File: config.mk
export PLATFORM = sky130hd
export DESIGN_NAME = fetch_unit
export DESIGN_NICKNAME = d
export VERILOG_FILES = /design/src/rtl/fetch_unit.sv
export SDC_FILE = /design/constraint.sdc
export NUM_CORES = 1
export LEC_CHECK = 0
export CORE_UTILIZATION = 30
export DETAILED_ROUTE_END_ITERATION = 6
export HOLD_SLACK_MARGIN = 0.1
export PLACE_DENSITY = 0.58
export SYNTH_ARGS = -nofsm -noshare
export SYNTH_HDL_FRONTEND = slang
export SYNTH_SLANG_ARGS = --single-unit
File: constraint.sdc
create_clock -name clk -period 2.9 [get_ports clk]
set_input_delay 0.58 -clock clk [delete_from_list [all_inputs] [get_ports clk]]
set_output_delay 0.58 -clock clk [all_outputs]
set_load 0.02 [all_outputs]
File: src/rtl/fetch_unit.sv
// Dual-issue instruction fetch: one outstanding imem read, 1-entry skid,
// redirect/stop handling with stale-response drop.
module fetch_unit #(
  parameter logic [31:0] RESET_PC = 32'h0000_0000
) (
  input  logic        clk,
  input  logic        reset,
  input  logic [31:0] branch_pc,
  input  logic        branch_jump_signal,
  input  logic        take_or_not,
  input  logic        stop,
  input  logic        stall,
  output logic        imem_req,
  output logic [31:0] imem_addr,
  input  logic        imem_valid,
  input  logic [63:0] imem_data,
  output logic [31:0] pc_out,
  output logic [31:0] instr0,
  output logic [31:0] instr1,
  output logic        fetch_valid,
  output logic        flush,
  output logic        halted
);

  typedef enum logic [1:0] {
    S_REQ,
    S_WAIT,
    S_HALT
  } state_t;

  state_t      state;
  state_t      state_nxt;
  logic [31:0] pc;
  logic [31:0] pc_nxt;
  logic        drop;
  logic        drop_nxt;
  logic        skid_valid;
  logic [95:0] skid;
  logic [95:0] pair_in;
  logic        redirect;
  logic        active;
  logic        cap;
  logic        free;

  assign redirect = branch_jump_signal & take_or_not;
  assign active   = (state != S_HALT);
  assign pair_in  = {pc, imem_data};
  assign free     = !fetch_valid | !stall;
  assign halted   = (state == S_HALT);

  // A response is only kept if nothing kills the fetch stream this cycle
  assign cap = (state == S_WAIT) & imem_valid & !drop
             & !redirect & !stop;

  assign imem_req = (state == S_REQ) & !skid_valid & !drop
                  & !redirect & !stop & !reset;

  assign imem_addr = imem_req ? {pc[31:2], 2'b00} : 32'h0;

  always_comb begin
    state_nxt = state;
    pc_nxt    = pc;
    drop_nxt  = drop;
    if (drop & imem_valid) drop_nxt = 1'b0;
    unique case (state)
      S_REQ: begin
        if (imem_req) state_nxt = S_WAIT;
      end
      S_WAIT: begin
        if (imem_valid) begin
          state_nxt = S_REQ;
          pc_nxt    = pc + 32'd8;
        end
      end
      S_HALT: begin
        state_nxt = S_HALT;
      end
      default: state_nxt = S_REQ;
    endcase
    if (active & (stop | redirect)) begin
      // A read still in flight must be swallowed when it returns
      drop_nxt = ((state == S_WAIT) | drop) & !imem_valid;
      if (stop) begin
        state_nxt = S_HALT;
        pc_nxt    = pc;
      end else begin
        state_nxt = S_REQ;
        pc_nxt    = branch_pc & 32'hFFFF_FFFC;
      end
    end
  end

  always_ff @(posedge clk) begin
    if (reset) begin
      state       <= S_REQ;
      pc          <= RESET_PC;
      drop        <= (state == S_WAIT) & !imem_valid;
      fetch_valid <= 1'b0;
      skid_valid  <= 1'b0;
      skid        <= '0;
      flush       <= 1'b0;
      pc_out      <= '0;
      instr0      <= '0;
      instr1      <= '0;
    end else begin
      state <= state_nxt;
      pc    <= pc_nxt;
      drop  <= drop_nxt;
      flush <= active & (stop | redirect);
      if (!active) begin
        fetch_valid <= fetch_valid;
      end else if (stop | redirect) begin
        fetch_valid <= 1'b0;
        skid_valid  <= 1'b0;
      end else if (free) begin
        if (skid_valid) begin
          {pc_out, instr0, instr1} <= skid;
          fetch_valid <= 1'b1;
          skid_valid  <= cap;
          if (cap) skid <= pair_in;
        end else if (cap) begin
          {pc_out, instr0, instr1} <= pair_in;
          fetch_valid <= 1'b1;
        end else begin
          fetch_valid <= 1'b0;
        end
      end else if (cap) begin
        skid       <= pair_in;
        skid_valid <= 1'b1;
      end
    end
  end

endmodule

==> summary.md, run 1 <==
| Metric | Value |
|---|---|
| Pin count of the biggest net entering global routing | roughly 220 |
| Post-Synthesis Cells | between 1000 and 1500 |
| Grt ovf | 0 |
| Setup TNS | 0 ns |
| Top delay family on crit path | buffers and inverters |
| Final std cells w/o fill | 1824 |
| Crit path kind | in2out |
| Clk slew on worst S/H paths | around 0.070 ns |
| GR met2 Demand/Resource | 25.5% |
| Worst skew pair latency | 0.53 ns |
| Number of enable flip-flop cells after synthesis | 1 |
| IO Port Bufs | approximately 230 |
| Worst endpoint required time | around 2.3 ns |
| Most Crowded Layer GR | met2 |
| Number of vias per cell | 4.85 |
| Crit. End Element | output pin |
| Worst path bufs/invs | 3 |
| P&R area growth vs syn | 36.7% |
| Worst-path cell chain | clkdlybuf4s50_1 > a21oi_2 > nand3_2 > nor4_4 > buf_6 > and2_1 > dlygate4sd2_1 |
| Worst EP arrival | 2.26 ns |
| Hold depth | 4 |
| Register area share after synthesis | a little under half |
| Slowest cell on crit path | clkdlybuf4s50_1 |
| Drt pass-1 iters | 7 |
| Period utilization | between 90% and 100% |
| Type of origin of the critical path | input port |
| Final instance area | approximately 13000 um2 |
| Die area | ~34000 um2 |
| Pwr dens | around 530 nW/um2 |
| Die Y | around 180 um |
| Initial antenna violation count | 0 |
| RSZ-0062 raised after global routing | yes |
| Most common flop cell mapped by yosys | dfxtp_1 |
| Lkg Pwr | ~4.4 nW |
| Root buf cell | clkbuf_16 |
| Crit path depth | 7 |
| Core Footprint | 32500 um2 |
| Skew final | approximately 0.011 ns |
| Final hold vios | 0 |
| Outcome | finished with violations |
| Detail Placement HPWL | roughly 18 mm |
| Share of layout cells above drive strength 1 | 8.11% |
| Number of global-route vias before repair | around 8000 |
| Met3 GRT Util | about 2.7% |
| Post-synth ARST share | 0% |
| Starting Density | just over 30% |
| Synthesized area | between 9000 and 10000 um2 |
| Yosys warning count | 0 |
| DR DRC count | 4 |
| DR iter-0 viols | around 490 |
| Worst slew pin tran | ~1.4 ns |
| Final Power | 7.11 mW |
| Nets | approximately 1500 |
| CTS tree | done |
| Max stage delay on crit path | approximately 0.43 ns |
| Hold Slack | roughly 0.43 ns |
| Post-Route WL | between 20 and 30 mm |
| Mapped Avg Cell Area | between 8 and 9 um2 |
| M1 GR Usage | between 20% and 30% |
| Placed Cells | roughly 1800 |
| Worst R2R Path Depth | 6 |
| IO Pins | roughly 240 |
| Max IR drop VDD | roughly 0.33 mV |
| DIE WIDTH | ~180 um |
| CP Max Fanout | 15 |
| GR Util All Layers | 16.4% |
| Global-route wire length before repair | 44.6 mm |
| Count of cell types in the netlist | 58 |
| Final Max Slew Viols | 0 |
| CTS HTree Levels | 1 |
| Min Clock Period, post-route | roughly 2.8 ns |
| Final ANT Viol Nets | 0 |
| Final Setup Violations | 0 |
| Maximum clock path buffer count | 3 |
| Row cnt | 66 |
| MaxCap Viol Count | 0 |
| Final Wtd Congestion | around 0.79 |
| Slew HR | under 10% |
| Synthesized flop and latch total | 224 |
| Failing checks | DRC |
| CTS sink count | ~220 |
| Vias | around 9000 |
| DP Area | 12500 um2 |
| Hold Crit Class | in2reg |
| Drt wl/cell | about 16 um |
| Total CTS buffers | 26 |
| Maximum achievable frequency | 0.352 GHz |
[logic make-up (layout without fill, tap and decap cells)]
family | after synthesis | in the layout | synth area share, %
compound gates | 278 | 278 | 17.8
fa+ha+maj | 3 | 3 | 0.330
buf+inv | 116 | 320 | 5.84
mux | 96 | 96 | 9.74
other cells | 1 | 5 | 0.0380
simple gates | 456 | 456 | 20.8
flops | 224 | 224 | 45.5
[tightest hold or removal path, stage by stage]
cell and delay, ns:
buf_6 0.08, clkinv_1 0.08, nand3_2 0.12, nor2_1 0.05
[cell usage after synthesis, types with 6 or more instances]
| master | count | area, um2 |
|---|---|---|
| nand3_1 | 27 | 135 |
| buf_4 | 6 | 45.0 |
| buf_2 | 19 | 95.1 |
| a211oi_1 | 97 | 728 |
| nor3_1 | 9 | 45.0 |
| nand2_1 | 220 | 826 |
| clkbuf_1 | 68 | 255 |
| mux2i_1 | 96 | 961 |
| inv_1 | 8 | 30.0 |
| or3_1 | 6 | 37.5 |
| a21o_1 | 6 | 45.0 |
| and2_1 | 32 | 200 |
| a21oi_1 | 120 | 601 |
| nand4_1 | 10 | 62.6 |
| dfxtp_1 | 223 | 4460 |
| nor2_1 | 114 | 428 |
| and3_1 | 8 | 50.1 |
| a22oi_1 | 7 | 52.6 |
| a31oi_1 | 6 | 37.5 |
| o21ai_0 | 17 | 85.1 |
[placed cells by master, fill, tap and decap left out, types with 7 or more instances in the layout]
| cell | n |
|---|---|
| a211oi_1 | 97 |
| a21oi_1 | 119 |
| a22oi_1 | 7 |
| and2_1 | 32 |
| and3_1 | 7 |
| buf_12 | 8 |
| buf_4 | 27 |
| clkbuf_16 | 27 |
| clkdlybuf4s15_1 | 9 |
| clkdlybuf4s50_1 | 196 |
| dfxtp_1 | 222 |
| dlygate4sd2_1 | 15 |
| inv_1 | 8 |
| mux2i_1 | 96 |
| nand2_1 | 220 |
| nand3_1 | 25 |
| nand4_1 | 10 |
| nor2_1 | 112 |
| nor3_1 | 9 |
| o21ai_0 | 17 |
[power breakdown]
group | internal (mW) | switching [mW] | total [mW] | leakage (nW)
clock network | 2.21 | 1.34 | 3.55 | 0.456
registers | 3.10 | 0.0369 | 3.14 | 1.81
logic | 0.214 | 0.215 | 0.429 | 2.12
total | 5.52 | 1.59 | 7.11 | 4.39
[stage by stage]
stage               utilization, %  worst slack, ns
finish                        41.6           0.0591
global route                  41.6          -0.0363
CTS                           41.5           0.0271
detailed placement            38.7           -0.231
global placement              38.7           -0.226
floorplan                        -            0.191
[registers in the layout, indices dropped and copies added, names as in the netlist]
register and flops:
skid 94, instr0 32, instr1 32, pc 30, pc_out 30, state 2
drop 1, fetch_valid 1, flush 1, skid_valid 1
[routing by layer]
layer	up-vias	routed length, um	share of wire [%]
li1	4487	-	-
met1	4078	13700	48
met2	240	12600	44
met3	41	1740	6.1
met4	0	565	2.0
met5	-	0	0
[worst paths after layout]
| kind | startpoint | end | slack, ns |
|---|---|---|---|
| max | branch_jump_signal | imem_addr[12] | 0.06 |
| min | reset | state[0] | 0.43 |
| max reg2reg | skid_valid | instr0[6] | 0.54 |
| min reg2reg | skid[40] | skid[40] | 0.45 |
[layout make-up]
type | instances | area [um2]
clock buffer | 36 | 769
inverter | 9 | 33.8
sequential | 224 | 4500
clock inverter | 12 | 171
multi-input combinational | 837 | 4860
antenna | 1 | 2.50
tap | 442 | 553
fill | 3273 | 19000
timing repair buffer | 263 | 2600
[what timing repair did]
item                                    CTS  global route
hold buffers                              0             0
gates resized for setup                  33            27
endpoints found under the setup margin   30            29
buffers inserted                          1             1
cloned                                    0             1
No activity file was read; power rests on OpenSTA's default activity.
==> inputs of run 2 (changes only) <==
- CORE_UTILIZATION: 30 -> 33
- PLACE_DENSITY: 0.58 -> 0.62
- SLEW_MARGIN: not set -> 20
==> summary.md, run 2 (same netlist as run 1, synthesis figures left out) <==
| Metric | Value |
|---|---|
| Starting Density | 33.9% (was 30.4%) |
| Setup TNS | 0 ns (unchanged) |
| Final instance area | 13500 um2 (about the same) |
| Die area | 30600 um2 (was 33600 um2) |
| Vias | 8852 (was 8846) |
| Place WS | -0.271 ns (was -0.231 ns) |
| Drt wl/cell | 15.8 um (was 15.7 um) |
| Share of layout cells above drive strength 1 | 9.83% (was 8.11%) |
| Largest registers | skid: 94 flops, instr0: 32 flops, instr1: 32 flops (unchanged) |
| Commonest non-fill, non-tap cell in the layout | dfxtp_1 (unchanged) |
| Slowest cell on crit path | clkdlybuf4s50_1 (unchanged) |
| Hold depth | 4 (unchanged) |
| Highest metal used | met4 (unchanged) |
| Nets | 1467 (was 1465) |
| Maximum clock path buffer count | 3 (unchanged) |
| Hold Crit Class | in2reg (unchanged) |
| Drt pass-1 iters | 5 (was 7) |
| Maximum achievable frequency | 0.356 GHz (was 0.352 GHz) |
| Final Wtd Congestion | 0.782 (was 0.788) |
| Final Util | 46.5% (was 41.6%) |
| Routed met1 length | 13.4 mm (was 13.7 mm) |
| Detail Placement HPWL | 18.3 mm (was 18.2 mm) |
| Skew final | 0.00938 ns (was 0.0109 ns) |
| Final Max Slew Viols | 0 (unchanged) |
| Grt ovf | 0 (unchanged) |
| Outcome | finished clean (was finished with violations) |
| IO Port Bufs | 228 (unchanged) |
| Placed Cells | 1715 (was 1772) |
| N_diodes | 0 (was 1) |
| IO Pins | 235 (unchanged) |
| DP Area | 12500 um2 (unchanged) |
| Worst EP arrival | 2.23 ns (was 2.26 ns) |
| Worst path bufs/invs | 2 (was 3) |
| Worst-path cell chain | nand2b_1 > inv_1 > clkdlybuf4s50_1 (was clkdlybuf4s50_1 > a21oi_2 > nand3_2 > nor4_4 > buf_6 > and2_1 > dlygate4sd2_1) |
| Top delay family on crit path | buffers and inverters (unchanged) |
| Final hold vios | 0 (unchanged) |
| GR Util All Layers | 17.7% (was 16.4%) |
| Lkg Pwr | 4.37 nW (was 4.39 nW) |
| Row cnt | 62 (was 66) |
| Number of vias per cell | 5.01 (was 4.85) |
| Min Clock Period, post-route | 2.81 ns (was 2.84 ns) |
| Period utilization | 96.9% (was 98.0%) |
| Most frequent cells in the layout | dfxtp_1, nand2_1, clkdlybuf4s50_1 (unchanged) |
| Number of global-route vias before repair | 8265 (was 7996) |
| CTS tree | done (unchanged) |
| Die Y | 175 um (was 183 um) |
| Initial antenna violation count | 0 (unchanged) |
| Pin count of the biggest net entering global routing | 223 (unchanged) |
| Crit path kind | reg2out (was in2out) |
| RSZ-0062 raised after global routing | no (was yes) |
| Setup ws final | 0.0912 ns (was 0.0591 ns) |
| Global-route wire length before repair | 44.5 mm (was 44.6 mm) |
| Hold Slack | 0.436 ns (was 0.426 ns) |
| DIE WIDTH | 175 um (was 183 um) |
| Final Setup Violations | 0 (unchanged) |
| MaxCap Viol Count | 0 (unchanged) |
| Type of origin of the critical path | register (was input port) |
| DR DRC count | 0 (was 4) |
| Total CTS buffers | 27 (was 26) |
| Root buf cell | clkbuf_16 (unchanged) |
| Final ANT Viol Nets | 0 (unchanged) |
| Pwr dens | 530 nW/um2 (was 527 nW/um2) |
| Crit path depth | 3 (was 7) |
| CTS sink count | 224 (unchanged) |
| CP Max Fanout | 8 (was 15) |
| Worst slew pin tran | 1.20 ns (was 1.40 ns) |
| Worst skew pair latency | 0.53 ns (about the same) |
| P&R area growth vs syn | 36.9% (was 36.7%) |
| Slew HR | 20.2% (was 6.49%) |
| CTS HTree Levels | 1 (unchanged) |
| Max stage delay on crit path | 0.59 ns (was 0.43 ns) |
| Clk slew on worst S/H paths | 0.06 ns (was 0.07 ns) |
| Final std cells w/o fill | 1767 (was 1824) |
| WL met3 | 1.37 mm (was 1.74 mm) |
| Hold Buf Count CTS | 0 (unchanged) |
| DR iter-0 viols | 544 (was 494) |
| WL met2 | 12.5 mm (was 12.6 mm) |
| Worst R2R Path Depth | 6 (unchanged) |
| Crit. End Element | output pin (unchanged) |
| Max reg flops | 94 (unchanged) |
| Final Power | 7.16 mW (was 7.11 mW) |
| Max IR drop VDD | 0.502 mV (was 0.326 mV) |
| Post-Route WL | 27.9 mm (was 28.6 mm) |
| Biggest register | skid (unchanged) |
| Core Footprint | 29100 um2 (was 32500 um2) |
| Worst endpoint required time | 2.32 ns (about the same) |
-- run 2: what timing repair did --
| item | in CTS | in global routing |
|---|---|---|
| setup buffers | 2 | 0 |
| gates resized for setup | 97 | 14 |
| gates cloned | 1 | 0 |
| endpoints found under the setup margin | 31 | 31 |
| pin swaps | 1 | 2 |
-- run 2: final timing paths --
kind / start / endpoint / slack, ns
worst max-delay path: state[0] / halted / 0.09
worst min-delay path: reset / state[0] / 0.44
worst max register to register: pc[3] / pc[21] / 0.51
worst min register to register: skid[63] / skid[63] / 0.45
-- run 2: worst register-to-register path, delay by kind of cell, from the launching register on --
family,cells,cell delay [ns]
DFF,1,0.52
adders and majority gates,1,0.27
AOI/OAI and AO/OA,2,0.26
and+or+nand+nor,3,1.28
-- run 2: area by class of cell --
cell class              instances  area, um2
inverters                       9       33.8
flip-flops and latches        224       4500
repair buffers                264       2680
fillers                      2847      15600
well taps                     384        480
clock buffers                  38        797
multi-input cells             837       4860
clock inverters                11        169
-- run 2: per-layer routing --
layer / global-route usage [%] / up-vias
met5: 0 / -
met4: 4.93 / 0
met3: 2.81 / 44
met2: 28.5 / 238
met1: 24.5 / 4084
li1: - / 4486
-- run 2: report_power, final --
part	internal [mW]	switching (mW)	total, mW
Sequential	3.10	0.0391	3.14
Clock	2.27	1.33	3.60
Combinational	0.214	0.215	0.429
==> inputs of run 3 (changes only) <==
- CORE_UTILIZATION: 33 -> 38
- PLACE_DENSITY: 0.62 -> 0.69
- SLEW_MARGIN: 20 -> not set
==> summary.md, run 3 (same netlist as run 1, synthesis figures left out) <==
| Metric | Value |
|---|---|
| Hold Slack | 0.440 ns (was 0.436 ns) |
| RSZ-0062 raised after global routing | no (unchanged) |
| Die area | 26600 um2 (was 30600 um2) |
| Lkg Pwr | 4.34 nW (was 4.37 nW) |
| Slew HR | 29.5% (was 20.2%) |
| Min Clock Period, post-route | 2.75 ns (was 2.81 ns) |
| Outcome | finished clean (unchanged) |
| Pwr dens | 513 nW/um2 (was 530 nW/um2) |
| Hold depth | 4 (unchanged) |
| Hold wc startpoint | reset (unchanged) |
| CTS HTree Levels | 1 (unchanged) |
| Worst-path cell chain | clkdlybuf4s50_1 > a21oi_2 > nand3_2 > nor4_4 > buf_4 > buf_12 > buf_4 > and2_1 > buf_2 (was nand2b_1 > inv_1 > clkdlybuf4s50_1) |
| DR iter-0 viols | 730 (was 544) |
| Worst skew pair latency | 0.52 ns (was 0.53 ns) |
| GR Util All Layers | 19.8% (was 17.7%) |
| Vias | 8858 (was 8852) |
| Hold Crit Class | in2reg (unchanged) |
| Share of layout cells above drive strength 1 | 9.56% (was 9.83%) |
| Worst EP arrival | 2.17 ns (was 2.23 ns) |
| CP dominant cell by count | buf_4 |
| Drt pass-1 iters | 5 (unchanged) |
| Commonest non-fill, non-tap cell in the layout | dfxtp_1 (unchanged) |
| Worst endpoint required time | 2.32 ns (about the same) |
| Die Y | 163 um (was 175 um) |
| Starting Density | 39.0% (was 33.9%) |
| Type of origin of the critical path | input port (was register) |
| Number of vias per cell | 5.17 (was 5.01) |
| Maximum achievable frequency | 0.364 GHz (was 0.356 GHz) |
| MaxCap Viol Count | 0 (unchanged) |
| Nets | 1468 (was 1467) |
| Max reg flops | 94 (unchanged) |
| CP Max Fanout | 10 (was 8) |
| Slowest cell on crit path | clkdlybuf4s50_1 (unchanged) |
| Reg-to-Reg End | pc[21] (unchanged) |
| Skew final | 0.0107 ns (was 0.00938 ns) |
| DIE WIDTH | 163 um (was 175 um) |
| WL met3 | 1.37 mm (unchanged) |
| Final Max Slew Viols | 0 (unchanged) |
| Max stage delay on crit path | 0.43 ns (was 0.59 ns) |
| Clk slew on worst S/H paths | 0.06 ns (about the same) |
| IO Pins | 235 (unchanged) |
| CTS tree | done (unchanged) |
| Grt ovf | 0 (unchanged) |
| Crit path kind | in2out (was reg2out) |
| Biggest register | skid (unchanged) |
| Maximum clock path buffer count | 3 (unchanged) |
| Highest metal used | met4 (unchanged) |
| Reg-to-Reg Start | pc[3] (unchanged) |
| Total CTS buffers | 25 (was 27) |
| Final Power | 6.80 mW (was 7.16 mW) |
| Row cnt | 58 (was 62) |
| Worst path bufs/invs | 5 (was 2) |
| Max IR drop VDD | 0.468 mV (was 0.502 mV) |
| Drt wl/cell | 15.9 um (was 15.8 um) |
| Hold path endpoint | state[0] (unchanged) |
| Final hold vios | 0 (unchanged) |
| Most frequent cells in the layout | dfxtp_1, nand2_1, clkdlybuf4s50_1 (unchanged) |
| P&R area growth vs syn | 34.2% (was 36.9%) |
| Final ANT Viol Nets | 0 (unchanged) |
| Setup ws final | 0.152 ns (was 0.0912 ns) |
| Final std cells w/o fill | 1712 (was 1767) |
| Initial antenna violation count | 1 (was 0) |
| Worst R2R Path Depth | 6 (unchanged) |
| Top delay family on crit path | buffers and inverters (unchanged) |
| Hold Buf Count CTS | 0 (unchanged) |
| Pin count of the biggest net entering global routing | 223 (unchanged) |
| Reg2reg setup slack | 0.50 ns (was 0.51 ns) |
| Largest registers | skid: 94 flops, instr0: 32 flops, instr1: 32 flops (unchanged) |
| CTS sink count | 224 (unchanged) |
| Placed Cells | 1664 (was 1715) |
| Number of global-route vias before repair | 7909 (was 8265) |
| Final Wtd Congestion | 0.880 (was 0.782) |
| Worst slew pin tran | 1.06 ns (was 1.20 ns) |
| Core Footprint | 25300 um2 (was 29100 um2) |
| DR DRC count | 0 (unchanged) |
| Detail Placement HPWL | 17.7 mm (was 18.3 mm) |
| Final Setup Violations | 0 (unchanged) |
| Post-Route WL | 27.3 mm (was 27.9 mm) |
| Root buf cell | clkbuf_16 (unchanged) |
| Global-route wire length before repair | 42.7 mm (was 44.5 mm) |
| WL met2 | 12.2 mm (was 12.5 mm) |
| Period utilization | 94.7% (was 96.9%) |
| Routed met1 length | 13.0 mm (was 13.4 mm) |
| IO Port Bufs | 228 (unchanged) |
| Place WS | -0.309 ns (was -0.271 ns) |
| Crit. End Element | output pin (unchanged) |
run 3: worst max-delay path by stage:
| stage | to | slack (ns) | startpoint | cells after the start |
|---|---|---|---|---|
| global route | imem_addr[14] | 0.03 | branch_jump_signal | 9 |
| CTS | imem_addr[31] | 0.0007 | take_or_not | 8 |
| detailed placement | imem_addr[5] | -0.31 | branch_jump_signal | 7 |
| global placement | imem_addr[11] | -0.25 | branch_jump_signal | 7 |
| floorplan | imem_addr[23] | 0.19 | branch_jump_signal | 5 |
| finish | imem_addr[10] | 0.15 | branch_jump_signal | 9 |
run 3: final cells by class:
class                           instances  area [um2]
Antenna cell                            1        2.50
Clock buffer                           34         699
Clock inverter                         10         140
Fill cell                            2393       12100
Inverter                                9        33.8
Multi-Input combinational cell        837        4860
Sequential cell                       224        4500
Tap cell                              330         413
Timing Repair Buffer                  267        2600
run 3: stage by stage:
| stage | utilization, % | area [um2] | TNS (ns) |
|---|---|---|---|
| global route | 52.3 | 13200 | 0 |
| floorplan | - | 9880 | 0 |
| detailed placement | 49.3 | 12500 | -7.97 |
| CTS | 52.3 | 13300 | 0 |
| finish | 52.3 | 13200 | 0 |
| global placement | 49.3 | 12500 | -6.32 |
run 3: worst reg2reg max path, cell delays in order (launching register included):
cell,delay [ns]
dfxtp_1,0.53
ha_1,0.31
nand3_1,0.19
or4_1,0.57
or4_1,0.48
a21oi_1,0.16
a21o_1,0.10
run 3: repair_timing:
item / CTS / global route
pin swaps: 3 / 2
resized for setup: 124 / 6
cloned: 1 / 0
setup endpoints to repair: 31 / 31
setup buffers: 2 / 0
run 3: power breakdown:
part           internal, mW  leakage [nW]  total [mW]  switching, mW
sequential             3.10          1.81        3.14         0.0389
clock                  1.96         0.402        3.23           1.28
combinational         0.214          2.13       0.425          0.210
total                  5.27          4.34        6.80           1.53
run 3: per-layer routing:
| layer | up-vias | GRT usage [%] |
|---|---|---|
| met4 | 0 | 6.84 |
| met1 | 4092 | 28.0 |
| met5 | - | 0 |
| li1 | 4491 | - |
| met2 | 232 | 30.6 |
| met3 | 43 | 2.95 |
